## src/rtl/dram_cmd_gen.sv

```systemverilog
// In-order DDR4 command sequencer: decodes one request at a time and issues PRE/ACT/RD/WR
// on DRAM edges with per-bank open-row tracking. Define CLOSED_PAGE_EN for auto-precharge.
module dram_cmd_gen #(
    parameter int unsigned ADDRESS_WIDTH = 33,
    parameter int unsigned CLK_RATIO     = 2,
    parameter int unsigned T_RCD         = 24,
    parameter int unsigned T_RP          = 24,
    parameter int unsigned T_RAS         = 52,
    parameter int unsigned T_CAS         = 24,
    parameter int unsigned T_CWL         = 20,
    parameter int unsigned T_BURST       = 4,
    parameter int unsigned TMR_W         = 7
) (
    input  logic                     CPU_clk,
    input  logic                     rst,
    input  logic                     req_valid,
    output logic                     req_ready,
    input  logic [1:0]               opcode_in,   // parsed_op_t: 0=READ, 1=WRITE, 2=IFETCH
    input  logic [ADDRESS_WIDTH-1:0] address_in,
    output logic                     cmd_valid,
    output logic [1:0]               cmd,
    output logic [1:0]               cmd_bg,
    output logic [1:0]               cmd_bank,
    output logic [14:0]              cmd_row,
    output logic [10:0]              cmd_col,
    output logic                     done_s
);

    localparam logic [1:0] OP_WRITE = 2'd1;
    localparam logic [1:0] CMD_PRE = 2'd0, CMD_ACT = 2'd1, CMD_RD = 2'd2, CMD_WR = 2'd3;
    localparam int unsigned NUM_BANKS = 16;
    localparam int unsigned PH_W = (CLK_RATIO > 1) ? $clog2(CLK_RATIO) : 1;

    if (ADDRESS_WIDTH != 33) begin : g_chk_aw
        $fatal(1, "dram_cmd_gen: ADDRESS_WIDTH must be 33");
    end
    if (CLK_RATIO < 1) begin : g_chk_ratio
        $fatal(1, "dram_cmd_gen: CLK_RATIO must be >= 1");
    end
    if (T_RCD >= (1 << TMR_W) || T_RP >= (1 << TMR_W) || T_RAS >= (1 << TMR_W) ||
        (T_CAS + T_BURST) >= (1 << TMR_W) || (T_CWL + T_BURST) >= (1 << TMR_W)) begin : g_chk_t
        $fatal(1, "dram_cmd_gen: timing parameter does not fit in TMR_W bits");
    end

    // Loads happen on the issuing DRAM edge, which already counts as one elapsed DRAM clock.
    localparam logic [TMR_W-1:0] LD_RCD = TMR_W'((T_RCD > 0) ? T_RCD - 1 : 0);
    localparam logic [TMR_W-1:0] LD_RP  = TMR_W'((T_RP > 0) ? T_RP - 1 : 0);
    localparam logic [TMR_W-1:0] LD_RAS = TMR_W'((T_RAS > 0) ? T_RAS - 1 : 0);
    localparam logic [TMR_W-1:0] LD_RD  = TMR_W'(T_CAS + T_BURST - 1);
    localparam logic [TMR_W-1:0] LD_WR  = TMR_W'(T_CWL + T_BURST - 1);

    typedef enum logic [2:0] {StIdle, StDecode, StPre, StAct, StCol, StData, StDrain} state_e;

    state_e            state_q, state_d;
    logic              req_ready_q;
    logic [PH_W-1:0]   phase_q;
    logic [TMR_W-1:0]  gap_q, data_q;
    logic [TMR_W-1:0]  tras_q [NUM_BANKS];
    logic [14:0]       open_row_q [NUM_BANKS];
    logic [NUM_BANKS-1:0] open_q;
    logic              is_wr_q;
    logic [1:0]        bg_q, bank_q;
    logic [14:0]       row_q;
    logic [10:0]       col_q;

    logic              dram_edge, accept;
    logic [3:0]        bank_idx;
    logic              pre_fire, act_fire, col_fire;
    logic [2:0]        unused_addr_bits;

    assign unused_addr_bits = address_in[2:0];
    assign dram_edge = (phase_q == '0);
    assign accept    = (state_q == StIdle) && req_valid && req_ready_q;
    assign bank_idx  = {bg_q, bank_q};

    assign req_ready = req_ready_q;
    assign cmd_bg    = bg_q;
    assign cmd_bank  = bank_q;
    assign cmd_row   = row_q;
    assign cmd_col   = col_q;

    function automatic logic [TMR_W-1:0] sat_dec(input logic [TMR_W-1:0] t);
        return (t == '0) ? '0 : t - TMR_W'(1);
    endfunction

    always_comb begin
        state_d   = state_q;
        cmd_valid = 1'b0;
        cmd       = CMD_PRE;
        done_s    = 1'b0;
        pre_fire  = 1'b0;
        act_fire  = 1'b0;
        col_fire  = 1'b0;
        unique case (state_q)
            StIdle: if (accept) state_d = StDecode;
            StDecode: begin
                if (!open_q[bank_idx])                 state_d = StAct;
                else if (open_row_q[bank_idx] == row_q) state_d = StCol;
                else                                   state_d = StPre;
            end
            StPre: if (dram_edge && tras_q[bank_idx] == '0) begin
                pre_fire = 1'b1;
                state_d  = StAct;
            end
            StAct: if (dram_edge && gap_q == '0) begin
                act_fire = 1'b1;
                state_d  = StCol;
            end
            StCol: if (dram_edge && gap_q == '0) begin
                col_fire = 1'b1;
                state_d  = StData;
            end
            StData: if (dram_edge && data_q == '0) begin
`ifdef CLOSED_PAGE_EN
                if (tras_q[bank_idx] == '0) begin
                    pre_fire = 1'b1;
                    state_d  = StDrain;
                end
`else
                done_s  = 1'b1;
                state_d = StIdle;
`endif
            end
            StDrain: if (dram_edge && gap_q == '0) begin
                done_s  = 1'b1;
                state_d = StIdle;
            end
            default: state_d = StIdle;
        endcase
        if (pre_fire) begin
            cmd_valid = 1'b1;
            cmd       = CMD_PRE;
        end else if (act_fire) begin
            cmd_valid = 1'b1;
            cmd       = CMD_ACT;
        end else if (col_fire) begin
            cmd_valid = 1'b1;
            cmd       = is_wr_q ? CMD_WR : CMD_RD;
        end
    end

    always_ff @(posedge CPU_clk) begin
        if (rst) begin
            state_q     <= StIdle;
            req_ready_q <= 1'b0;
            phase_q     <= '0;
            gap_q       <= '0;
            data_q      <= '0;
            open_q      <= '0;
            is_wr_q     <= 1'b0;
            bg_q        <= '0;
            bank_q      <= '0;
            row_q       <= '0;
            col_q       <= '0;
            for (int i = 0; i < NUM_BANKS; i++) begin
                tras_q[i]     <= '0;
                open_row_q[i] <= '0;
            end
        end else begin
            state_q     <= state_d;
            req_ready_q <= (state_d == StIdle);
            phase_q     <= (phase_q == PH_W'(CLK_RATIO - 1)) ? '0 : phase_q + PH_W'(1);
            if (dram_edge) begin
                gap_q  <= sat_dec(gap_q);
                data_q <= sat_dec(data_q);
                for (int i = 0; i < NUM_BANKS; i++) tras_q[i] <= sat_dec(tras_q[i]);
            end
            if (accept) begin
                is_wr_q <= (opcode_in == OP_WRITE);
                row_q   <= address_in[32:18];
                bg_q    <= address_in[7:6];
                bank_q  <= address_in[9:8];
                col_q   <= {address_in[17:10], address_in[5:3]};
            end
            if (pre_fire) begin
                open_q[bank_idx] <= 1'b0;
                gap_q            <= LD_RP;
            end
            if (act_fire) begin
                open_q[bank_idx]     <= 1'b1;
                open_row_q[bank_idx] <= row_q;
                gap_q                <= LD_RCD;
                tras_q[bank_idx]     <= LD_RAS;
            end
            if (col_fire) data_q <= is_wr_q ? LD_WR : LD_RD;
        end
    end

endmodule
```

## config.mk

```make
export PLATFORM = sky130hd
export DESIGN_NAME = dram_cmd_gen
export DESIGN_NICKNAME = d
export VERILOG_FILES = /design/src/rtl/dram_cmd_gen.sv
export SDC_FILE = /design/constraint.sdc
export NUM_CORES = 1
export LEC_CHECK = 0
export CAP_MARGIN = 5
export CORE_AREA = 2 2 223 170
export CTS_BUF_LIST = sky130_fd_sc_hd__clkbuf_8
export CTS_CLUSTER_DIAMETER = 100
export CTS_CLUSTER_SIZE = 8
export DETAILED_ROUTE_END_ITERATION = 16
export DIE_AREA = 0 0 225 172
export PLACE_DENSITY = 0.74
export REMOVE_ABC_BUFFERS = 1
export SYNTH_ARGS = -nofsm -noshare
export SYNTH_HDL_FRONTEND = slang
export SYNTH_SLANG_ARGS = --single-unit
```

## constraint.sdc

```tcl
create_clock -name CPU_clk -period 4.3 [get_ports CPU_clk]
set_input_delay 0.86 -clock CPU_clk [delete_from_list [all_inputs] [get_ports CPU_clk]]
set_output_delay 0.86 -clock CPU_clk [all_outputs]
set_load 0.01 [all_outputs]
```

==> impl_results.md <==
- Clock skew: 54.90 ps
- Worst path depth: 8
- Buffers on Ports: 69
- Vias in the first global route: 14.50k
- Clock Path Buffers: 3
- Slowest CP cell: or4_1
- # setup viols final: 0
- Most frequent cell after synthesis: edfxtp_1
- Total gr overflow: 0
- Final cell count without fillers: 2459
- DR iter-0 viols: 1684
- Vias: 15.34k
- Hold Buf Count CTS: 0
- # rows: 61
- Top cell type's share of synthesized area: 0.3546
- Worst path required time: 3440 ps
- Worst vdd ir: 0.0003081 V
- Via density: 6.240
- Status: finished, final reports clean
- Mapped Area: 0.02033 mm2
- Initial Util: 0.5560
- Synth cell types: 79
- HPWL Detailed: 33350 um
- Area of the multi-input gates: 0.008711 mm2
- Antenna Cells: 0
- CP cell instances: or4_1 > nor2b_2 > mux4_2 > a221oi_1 > or3_4 > and2_2 > nand2_1 > dlygate4sd2_1
- Max-cap violations: 0
- Worst Setup Start Kind: flip-flop
- Die Ht: 172 um
- Detailed Routing Iterations Pass 1: 5
- Die X: 225 um
- Top FF cell, synth: edfxtp_1
- R2R depth: 12
- Clk root buf: clkbuf_8
- Clock slew at reported path FFs: 60 ps
- Family with the most delay on the worst path: simple AND/OR/NAND/NOR gates
- Slowest stage delay, CP: 620 ps
- Core area: 0.03656 mm2
- CTS Buf Count: 58
- Critical path capture point type: output pin
- Routed Antenna Nets: 0
- Fin. max-slew vios: 0
- Hold path depth: 2
- Sequential cell area: 0.01086 mm2
- Synth async-reset ratio: 0
- Tightest Pin Transition: 893.1 ps
- HP Class: flip-flop to flip-flop
- Pwr Density: 535.5 mW/mm2
- Worst skew pair latency: 680 ps
- CTS tree: yes
- Buf/Inv on CP: 1
- Average wire per standard cell: 21.50 um
- Register area share after synthesis: 0.5338
- Synth area leader: edfxtp_1
- Minimum clock period: 4141 ps
- Largest net degree at the start of global routing: 59
- Number of synthesized flops with an enable pin: 240
- Yosys warns: 0
- Kind of critical path: flip-flop to output pin
- Fin nets: 2021
- Leakage power: 8.988 nW
- Ports: 73
- Gate count of the mapped netlist: 1891
- Gr usage total: 0.2733
- Hold slack: 449.6 ps
- Die footprint: 0.03870 mm2
- Synth top area cells: edfxtp_1, dfxtp_1, mux4_2
- Crit share post-route: 0.9631
- Peak Freq: 241.5 MHz
- H-tree depth: 2
- Initial antenna violation count: 1
- Fillers: 2869
- Hold Fails Final Rpt: 0
- Critical Path AT: 3280 ps
- Cells after DPL: 2356
- # DRC: 0
- Relative slew slack: 0.4027
- RSZ-0062 raised after global routing: no
- Flops & latches, synth: 422
- Syn Area/Cell: 10.75 um2
- CTS sink count: 422
- First-pass GRT wire length: 81440 um
- Total routed wirelength: 52880 um
- Commonest cells post-synth: edfxtp_1, nand2_1, dfxtp_1
- Total power: 12.07 mW
- CP Max Fanout: 5
- Layout cells sized above 1: 0.1183
- P&R area growth vs syn: 10.91%
- GPL Wtd Cong: 0.8607
[layer usage]
metal	track usage	up-vias	part of all wire
met2	0.4167	730	0.44
met4	0.08811	0	0.026
met1	0.3928	7437	0.43
met3	0.05709	106	0.098
li1	-	7070	-
met5	0	-	0
[power by group]
| group | switching [mW] | internal, mW |
|---|---|---|
| logic | 2.19 | 1.60 |
| registers | 0.633 | 4.85 |
| clock network | 1.53 | 1.27 |
| total | 4.35 | 7.72 |
[layout make-up]
cell class	count	share of cell area
Sequential cell	422	0.4816
Tap cell	472	0.02620
Clock inverter	39	0.007715
Multi-Input combinational cell	1276	0.3864
Inverter	54	0.008991
Clock buffer	59	0.03602
Timing Repair Buffer	137	0.05311
[state kept, by name, summed over array words and instances (netlist names), named ones only]
register	flops
cmd_row	15
open_q	16
data_q	7
is_wr_q	1
req_ready	1
open_row_q	240
gap_q	7
state_q	3
phase_q	1
tras_q	112
cmd_bank	2
cmd_col	11
cmd_bg	2
[placed cells by master (no fill, tap or decap), types with 67 or more instances in the layout]
master / instances
inv_1: 88
edfxtp_1: 240
clkdlybuf4s50_1: 67
o21ai_0: 81
nand2_1: 193
and3_1: 124
a21oi_1: 117
and2_1: 131
buf_4: 69
nor2_1: 120
dfxtp_1: 179
[stage by stage]
step	instance area, um2	util	setup WS, ps	TNS (ps)
floorplan	19730	-	-760.8	-899.8
global placement	21510	0.5884	523.8	0
detailed placement	21510	0.5884	470.5	0
CTS	22510	0.6156	52.46	0
global route	22540	0.6167	13.81	0
finish	22540	0.6167	158.9	0
[timing repair]
item                                    in CTS  in global routing
endpoints found under the setup margin       1                  2
resized for setup                            4                  0
gates cloned                                 0                  0
pin swaps                                    1                  2
buffers inserted                             0                  5
[path summary, 6_finish.rpt]
kind / start / endpoint / slack, ps
worst min-delay path: gap_q[6] / gap_q[6] / 450
worst min register to register: gap_q[6] / gap_q[6] / 450
worst max-delay path: tras_q[13][0] / cmd_valid / 160
worst max register to register: gap_q[0] / open_row_q[1][10] / 860
[kinds of logic after synthesis]
group                      share of synthesized area
AOI/OAI and AO/OA                             0.1075
xor gates and xnor gates                    0.007757
adders and majority gates                    0.02093
buffers and inverters                        0.03921
DFF                                           0.5338
muxes                                        0.08655
and+or+nand+nor                               0.2042
[tightest hold or removal path, stage by stage, from the launching register on]
cell and delay, ps:
dfxtp_1 310, o41ai_1 60, nor2_1 40
Power figures use the tool's default switching activity.
